$ cat config.mk
export PLATFORM = sky130hd
export DESIGN_NAME = pipe_hazard_tracker_flat
export DESIGN_NICKNAME = d
export VERILOG_FILES = /design/src/rtl/pipe_hazard_tracker_if.sv /design/src/rtl/pipe_hazard_tracker.sv /design/src/flat_wrapper.sv
export SDC_FILE = /design/constraint.sdc
export NUM_CORES = 1
export LEC_CHECK = 0
export ABC_CLOCK_PERIOD_IN_PS = 4600
export CAP_MARGIN = 20
export CELL_PAD_IN_SITES_DETAIL_PLACEMENT = 2
export CELL_PAD_IN_SITES_GLOBAL_PLACEMENT = 2
export CORE_UTILIZATION = 30
export CTS_BUF_LIST = sky130_fd_sc_hd__clkbuf_4
export CTS_CLUSTER_SIZE = 10
export DETAILED_ROUTE_END_ITERATION = 16
export PLACE_DENSITY = 0.87
export REMOVE_ABC_BUFFERS = 1
export SLEW_MARGIN = 40
export SYNTH_ARGS = -nofsm -noshare
export SYNTH_HDL_FRONTEND = slang
export SYNTH_SLANG_ARGS = --single-unit
$ cat constraint.sdc
create_clock -name clk -period 4.6 [get_ports clk]
set_input_delay 0.92 -clock clk [delete_from_list [all_inputs] [get_ports clk]]
set_output_delay 0.92 -clock clk [all_outputs]
set_load 0.02 [all_outputs]
$ cat src/rtl/pipe_hazard_tracker_if.sv
// ID-stage hazard interface: decoded operand/destination info in, stall and forward selects out.
interface pipe_hazard_tracker_if #(
  parameter int REG_ADDR_W = 3,
  parameter int DEPTH      = 3,
  parameter int CNT_W      = 16
);
  localparam int FWD_W = $clog2(DEPTH + 1);

  logic                  id_valid;
  logic [REG_ADDR_W-1:0] id_rs1;
  logic                  id_rs1_used;
  logic [REG_ADDR_W-1:0] id_rs2;
  logic                  id_rs2_used;
  logic [REG_ADDR_W-1:0] id_rd;
  logic                  id_wr_en;
  logic                  id_is_load;
  logic                  kill;

  logic                  stall;
  logic [FWD_W-1:0]      fwd_a;
  logic [FWD_W-1:0]      fwd_b;
  logic                  busy;
  logic [CNT_W-1:0]      stall_cnt;

  modport master (
    output id_valid, id_rs1, id_rs1_used, id_rs2, id_rs2_used,
           id_rd, id_wr_en, id_is_load, kill,
    input  stall, fwd_a, fwd_b, busy, stall_cnt
  );

  modport slave (
    input  id_valid, id_rs1, id_rs1_used, id_rs2, id_rs2_used,
           id_rd, id_wr_en, id_is_load, kill,
    output stall, fwd_a, fwd_b, busy, stall_cnt
  );
endinterface

$ cat src/rtl/pipe_hazard_tracker.sv
// In-flight write tracker beside ID: shadows DEPTH post-ID stages, derives load-use
// stall and per-operand forward selects (youngest producer wins).
module pipe_hazard_tracker #(
  parameter int REG_ADDR_W  = 3,
  parameter int DEPTH       = 3,
  parameter int LOAD_READY  = 1,
  parameter int ZERO_REG_EN = 1,
  parameter int CNT_W       = 16
) (
  input  logic                  clk,
  input  logic                  rst_n,
  pipe_hazard_tracker_if.slave  hz
);
  localparam int FWD_W = $clog2(DEPTH + 1);

  typedef struct packed {
    logic                  valid;
    logic [REG_ADDR_W-1:0] rd;
    logic                  wr_en;
    logic                  is_load;
  } entry_t;

  typedef struct packed {
    logic [FWD_W-1:0] sel;
    logic             ready;
  } lookup_t;

  entry_t [DEPTH-1:0] ent_q, ent_d;
  logic   [CNT_W-1:0] cnt_q, cnt_d;
  lookup_t            look_a, look_b;
  logic               stall;
  logic               busy;

  // Scan oldest to youngest so the youngest matching producer overwrites the result.
  function automatic lookup_t lookup(input entry_t [DEPTH-1:0] ents,
                                     input logic [REG_ADDR_W-1:0] src,
                                     input logic active);
    lookup_t res;
    res.sel   = '0;
    res.ready = 1'b1;
    if (active && !((ZERO_REG_EN != 0) && (src == '0))) begin
      for (int i = DEPTH - 1; i >= 0; i--) begin
        if (ents[i].valid && ents[i].wr_en && (ents[i].rd == src)) begin
          res.sel   = FWD_W'(i + 1);
          res.ready = !ents[i].is_load || (i >= LOAD_READY);
        end
      end
    end
    return res;
  endfunction

  always_comb begin
    look_a = lookup(ent_q, hz.id_rs1, hz.id_valid & hz.id_rs1_used);
    look_b = lookup(ent_q, hz.id_rs2, hz.id_valid & hz.id_rs2_used);
    // A killed instruction never waits: kill overrides any hazard.
    stall  = hz.id_valid & ~hz.kill & ~(look_a.ready & look_b.ready);
  end

  always_comb begin
    busy = 1'b0;
    for (int i = 0; i < DEPTH; i++) busy = busy | ent_q[i].valid;
  end

  always_comb begin
    // NOTE: every combinational output gets a default before any condition, so no path leaves it unassigned and no latch is inferred.
    ent_d = '0;
    cnt_d = cnt_q;
    for (int i = 1; i < DEPTH; i++) ent_d[i] = ent_q[i-1];
    if (hz.id_valid && !hz.kill && !stall) begin
      ent_d[0].valid   = 1'b1;
      ent_d[0].rd      = hz.id_rd;
      ent_d[0].wr_en   = hz.id_wr_en;
      ent_d[0].is_load = hz.id_is_load;
    end
    if (stall && (cnt_q != '1)) cnt_d = cnt_q + 1'b1;
  end

  always_ff @(posedge clk or negedge rst_n) begin
    if (!rst_n) begin
      // NOTE: the whole shadow is cleared, not only the valid bits, so a reset leaves no stale rd/is_load to chase in waveforms.
      ent_q <= '0;
      cnt_q <= '0;
    end else begin
      // NOTE: state updates are non-blocking so every flop samples pre-edge values regardless of statement order.
      ent_q <= ent_d;
      cnt_q <= cnt_d;
    end
  end

  assign hz.stall     = stall;
  assign hz.fwd_a     = look_a.sel;
  assign hz.fwd_b     = look_b.sel;
  assign hz.busy      = busy;
  assign hz.stall_cnt = cnt_q;
endmodule

$ cat src/flat_wrapper.sv
// flat-port wrapper written by rule: the top's interface ports become plain ports
module pipe_hazard_tracker_flat 
#(
  parameter int REG_ADDR_W  = 3,
  parameter int DEPTH       = 3,
  parameter int LOAD_READY  = 1,
  parameter int ZERO_REG_EN = 1,
  parameter int CNT_W       = 16
)
  (clk, rst_n, hz_id_valid, hz_id_rs1, hz_id_rs1_used, hz_id_rs2, hz_id_rs2_used, hz_id_rd, hz_id_wr_en, hz_id_is_load, hz_kill, hz_stall, hz_fwd_a, hz_fwd_b, hz_busy, hz_stall_cnt);
  pipe_hazard_tracker_if #(.REG_ADDR_W(REG_ADDR_W), .DEPTH(DEPTH), .CNT_W(CNT_W)) hz_i ();
  input  logic clk;
  input  logic rst_n;
  input wire logic [$bits(hz_i.id_valid)-1:0] hz_id_valid;
  input wire logic [$bits(hz_i.id_rs1)-1:0] hz_id_rs1;
  input wire logic [$bits(hz_i.id_rs1_used)-1:0] hz_id_rs1_used;
  input wire logic [$bits(hz_i.id_rs2)-1:0] hz_id_rs2;
  input wire logic [$bits(hz_i.id_rs2_used)-1:0] hz_id_rs2_used;
  input wire logic [$bits(hz_i.id_rd)-1:0] hz_id_rd;
  input wire logic [$bits(hz_i.id_wr_en)-1:0] hz_id_wr_en;
  input wire logic [$bits(hz_i.id_is_load)-1:0] hz_id_is_load;
  input wire logic [$bits(hz_i.kill)-1:0] hz_kill;
  output wire logic [$bits(hz_i.stall)-1:0] hz_stall;
  output wire logic [$bits(hz_i.fwd_a)-1:0] hz_fwd_a;
  output wire logic [$bits(hz_i.fwd_b)-1:0] hz_fwd_b;
  output wire logic [$bits(hz_i.busy)-1:0] hz_busy;
  output wire logic [$bits(hz_i.stall_cnt)-1:0] hz_stall_cnt;
  assign hz_i.id_valid = hz_id_valid;
  assign hz_i.id_rs1 = hz_id_rs1;
  assign hz_i.id_rs1_used = hz_id_rs1_used;
  assign hz_i.id_rs2 = hz_id_rs2;
  assign hz_i.id_rs2_used = hz_id_rs2_used;
  assign hz_i.id_rd = hz_id_rd;
  assign hz_i.id_wr_en = hz_id_wr_en;
  assign hz_i.id_is_load = hz_id_is_load;
  assign hz_i.kill = hz_kill;
  assign hz_stall = hz_i.stall;
  assign hz_fwd_a = hz_i.fwd_a;
  assign hz_fwd_b = hz_i.fwd_b;
  assign hz_busy = hz_i.busy;
  assign hz_stall_cnt = hz_i.stall_cnt;
  pipe_hazard_tracker #(.REG_ADDR_W(REG_ADDR_W), .DEPTH(DEPTH), .LOAD_READY(LOAD_READY), .ZERO_REG_EN(ZERO_REG_EN), .CNT_W(CNT_W)) u_core (.clk(clk), .rst_n(rst_n), .hz(hz_i));
endmodule
Yosys cells after proc, flatten, opt, wreduce, memory -nomap -nowiden

Cells that the tools add are included.
Widths: inputs -> output; s select.

Add/sub/neg operators: 1
Eq/ne operators: 7
Mux-type cells: 9
Bitwise gates (word level): 9
Reduce and logical (&&, ||, !) cells: 21

Operators by type and width:

| operator              | number |
|---|---|
| $mux 3                | 8 |
| $eq 3x3->1            | 6 |
| $add 16x1->16 const B | 1 |
| $ne 16x16->1 const B  | 1 |
| $logic_and 1x1->1     | 14 |
| $logic_not 3->1       | 2 |
| $mux 6                | 1 |
| $and 1x1->1           | 5 |
| $logic_not 1->1       | 5 |
| $not 1->1             | 2 |
| $or 1x1->1            | 2 |

Bits in registers: 32
Input port bits: 17
Output and inout bits: 22

Longest topological paths before layout

Depth after elaboration: 12
Mapped depth: 6
Mapped depth without buffers: 6

Least setup slack after synthesis

OpenSTA, ideal clock, no wires.

Kind: input-to-output
Start: in hz_id_rs1[2]
End: out hz_fwd_a[1]
Data arrival time: 2.194 ns
Path slack: 1.486 ns
Stages on the path: 4
Cells stage by stage: xor2_1 or4_1 nand2b_1 nor3b_1

Longest elaborated chain between the ends: 6

RTL lines:

| item                 | line                      | text |
|---|---|---|
| start, declared      | flat_wrapper.sv:15        | `input wire logic [$bits(hz_i.id_rs1)-1:0] hz_id_rs1;` |
| $eq 3x3->1           | pipe_hazard_tracker.sv:43 | `if (ents[i].valid && ents[i].wr_en && (ents[i].rd == src)) begin` |
| $logic_and 1x1->1    | pipe_hazard_tracker.sv:43 |  |
| $mux 3 (3 in series) | pipe_hazard_tracker.sv:43 |  |
| $mux 3 *             | pipe_hazard_tracker.sv:41 | `if (active && !((ZERO_REG_EN != 0) && (src == '0))) begin` |
| end, declared        | flat_wrapper.sv:24        | `output wire logic [$bits(hz_i.fwd_a)-1:0] hz_fwd_a;` |

Every way passes the cells marked *; elsewhere a longest branch is shown, timed or not.

Worst setup path after layout

Start: in hz_id_rs2[2]
End: out hz_fwd_b[1]

Longest elaborated chain between the ends: 6

RTL lines:

| item                 | line                      | text |
|---|---|---|
| start, declared      | flat_wrapper.sv:17        | `input wire logic [$bits(hz_i.id_rs2)-1:0] hz_id_rs2;` |
| $eq 3x3->1           | pipe_hazard_tracker.sv:43 |  |
| $logic_and 1x1->1    | pipe_hazard_tracker.sv:43 |  |
| $mux 3 (3 in series) | pipe_hazard_tracker.sv:43 |  |
| $mux 3 *             | pipe_hazard_tracker.sv:41 |  |
| end, declared        | flat_wrapper.sv:25        | `output wire logic [$bits(hz_i.fwd_b)-1:0] hz_fwd_b;` |

Marks and branches as above.

==> reports/qor.txt <==
vias in the first global route = 1392
Boundary Pins = 39
worst rel slew slack = 57.0%
crit-path max FO = 4
HP Class = flop to flop
First DRT Iteration DRCs = 28
Power Density = 255 nW/um^2
area leader, netlist = dfrtp_1
root buf cell = clkbuf_4
TritonCTS buffer count = 5
Lkg Pwr = 1.01 nW
final wirelength = 4390 um
Critical Path RT = 3.68 ns
sequential cell area = 801 sq um
Post-synth EDFFs = 0
I/O Buffers = 38
most used cell, CP = clkdlybuf4s50_1
drt via density = 4.84
setup ws final = 0.482 ns
Post-CTS Setup Inserts = 0
Clock Path Buffers = 2
DRC violations left = 0
CTS tree = built
share of layout cells above drive strength 1 = 11.4%
Seq/Total Area, Yosys = 49.6%
Synth top area share = 49.6%
Total GRT Usage = 17.3%
final setup violation count = 0
Cell Area, Synth = 1620 sq um
Nets = 201
cell breakdown of the critical path = clkdlybuf4s50_1, xor2_1, nor4_1, nand2b_1, nor3b_1, clkdlybuf4s50_1
WHS = 0.385 ns
worst-margin pin slew = 0.635 ns
multi-input combinational cell area = 787 sq um
hold-fix buffers at CTS = 0
largest net degree at the start of global routing = 18
Max-Cap Viols = 0
router iterations before antenna repair = 3
asr flop ratio synth = 100%
first-pass GRT wire length = 7100 um
Rows = 26
Cells after Synth = 137
endpoint class of the critical path = output port
initial antenna violation count = 0
Post-Syn Area per Cell = 11.8 sq um
main area contributors after synthesis = dfrtp_1 50%, xor2_1 17%, nor4_4 5.3%, nor4_2 2.3%, nor4b_1 2.2%
Post-CTS Resized = 0
Starting Density = 31.4%
ant diodes = 0
RSZ-0062 raised after global routing = no
P&R area growth vs syn = 34.0%
top_reg_cell synth = dfrtp_1
WL per Instance = 17.3 um
Fillers = 569
Yosys reg bits = 32
max incr delay on CP = 0.64 ns
Clock Skew = 0.00436 ns
Crit-path slowest cell = clkdlybuf4s50_1
H-tree Lvls = 2
setup_tns = 0 ns
Crit path arrival time = 3.20 ns
Final Core Density = 42.1%
period utilisation layout = 89.5%
Placer Congestion = 1.02
status = complete, no violations
CTS sink count = 32
via count = 1229
VDD IR max = 107 uV
Place WS = 0.510 ns
antenna-violating nets left = 0
hpwl dp = 3420 um
DIE HEIGHT = 75.4 um
Ys Warns = 0
Clk Latency, worst-skew pair = 0.32 ns
synth unique cells = 29
Die Area = 5680 sq um
final hold vios = 0
Power Total = 553 uW
Die Span X = 75.4 um
Slew Limit Fails = 0
core box area = 5140 sq um
Clk pin slew, worst setup/hold paths = 0.10 ns
f_max = 0.243 GHz
gr ovfl total = 0
critical setup path kind = input port to output port
post-layout min period = 4.12 ns
Worst setup SP type = input port
final timing paths:
path                                   from  slack [ns]  depth (start not counted)                      to
hold / removal              u_core.ent_d[7]        0.38                          0        u_core.ent_d[13]
setup reg to reg           u_core.ent_d[10]        2.45                          6  u_core.hz.stall_cnt[1]
setup / recovery               hz_id_rs2[2]        0.48                          6             hz_fwd_b[1]
max in group asynchronous             rst_n        3.54                          2         u_core.ent_d[8]
hold reg to reg             u_core.ent_d[7]        0.38                          0        u_core.ent_d[13]
min in group asynchronous             rst_n        0.50                          1        u_core.ent_q[16]
report_power, final:
group          switching (mW)  leakage (nW)  internal, mW  total (mW)
registers             0.00526         0.437         0.287       0.292
logic                  0.0251         0.535        0.0221      0.0471
clock network           0.100        0.0412         0.113       0.214
stage by stage:
stage / cell area (sq um) / instances
final: 2160 / 254
after global routing: 2160 / 254
after CTS: 2170 / 254
after detailed placement: 2090 / 246
after global placement: 2090 / 246
after floorplan: 1600 / 135
cell usage after synthesis, types with 2 or more instances:
cell type  number
a21oi_1         3
and2_1          5
and4_1          2
dfrtp_1        32
inv_1           3
nand2_1         8
nand2b_1        5
nand3_1         4
nand4_1         2
nor2_1          7
nor3_1          4
nor3b_1         3
nor4_1          2
nor4_2          3
nor4_4          4
nor4b_1         4
o311ai_1        2
or4_1           2
xor2_1         32
cell type report:
cell class	count	share of cell area, %
Sequential cell	32	37.0
Clock buffer	5	1.73
Multi-Input combinational cell	100	36.4
Clock inverter	3	1.97
Inverter	3	0.520
Tap cell	70	4.05
Timing Repair Buffer	41	18.4
layout by cell type (no fill, tap or decap):
| master | instances |
|---|---|
| clkdlybuf4s50_1 | 37 |
| xor2_1 | 32 |
| dfrtp_1 | 32 |
| nand2_1 | 8 |
| nor2_1 | 7 |
| nand2b_1 | 5 |
| and2_1 | 5 |
| clkbuf_4 | 5 |
| nor4_4 | 4 |
| nand3_1 | 4 |
| nor3_1 | 4 |
| nor4b_1 | 4 |
| a21oi_1 | 3 |
| inv_1 | 3 |
| nor3b_1 | 3 |
| nor4_2 | 3 |
| buf_4 | 3 |
| o311ai_1 | 2 |
| nor4_1 | 2 |
| or4_1 | 2 |
| and4_1 | 2 |
| nand4_1 | 2 |
| a22o_1 | 1 |
| a22oi_2 | 1 |
| or3_1 | 1 |
| and3_1 | 1 |
| mux2_2 | 1 |
| nand4bb_1 | 1 |
| xnor2_1 | 1 |
| ha_1 | 1 |
| clkinv_2 | 1 |
| clkinvlp_4 | 1 |
| bufinv_16 | 1 |
| buf_2 | 1 |
worst max-delay path: cells and delay by family:
kind,cells,cell delay [ns]
xor+xnor,1,0.20
buf+inv,2,1.17
simple gates,3,0.91
registers in the layout, summed over array words and instances (netlist names):
register / count
u_core.hz.stall_cnt: 16
u_core.ent_d: 11
u_core.ent_q: 5
routing by layer:
layer	GRT usage (%)	part of all wire [%]	up-vias
li1	-	-	570
met1	18.2	40	622
met2	33.5	56	31
met3	4.23	3.4	6
met4	5.56	1.3	0
met5	0	0	-
kinds of logic after synthesis:
group,Yosys count,synth area share [%]
AND/OR/NAND/NOR,58,26.0
XOR/XNOR,33,17.9
flip-flops,32,49.6
AO/OA/AOI/OAI,7,3.33
buffers and inverters,5,1.70
multiplexers,1,0.697
adder cells (fa/ha/maj),1,0.774
Power figures use the tool's default switching activity.
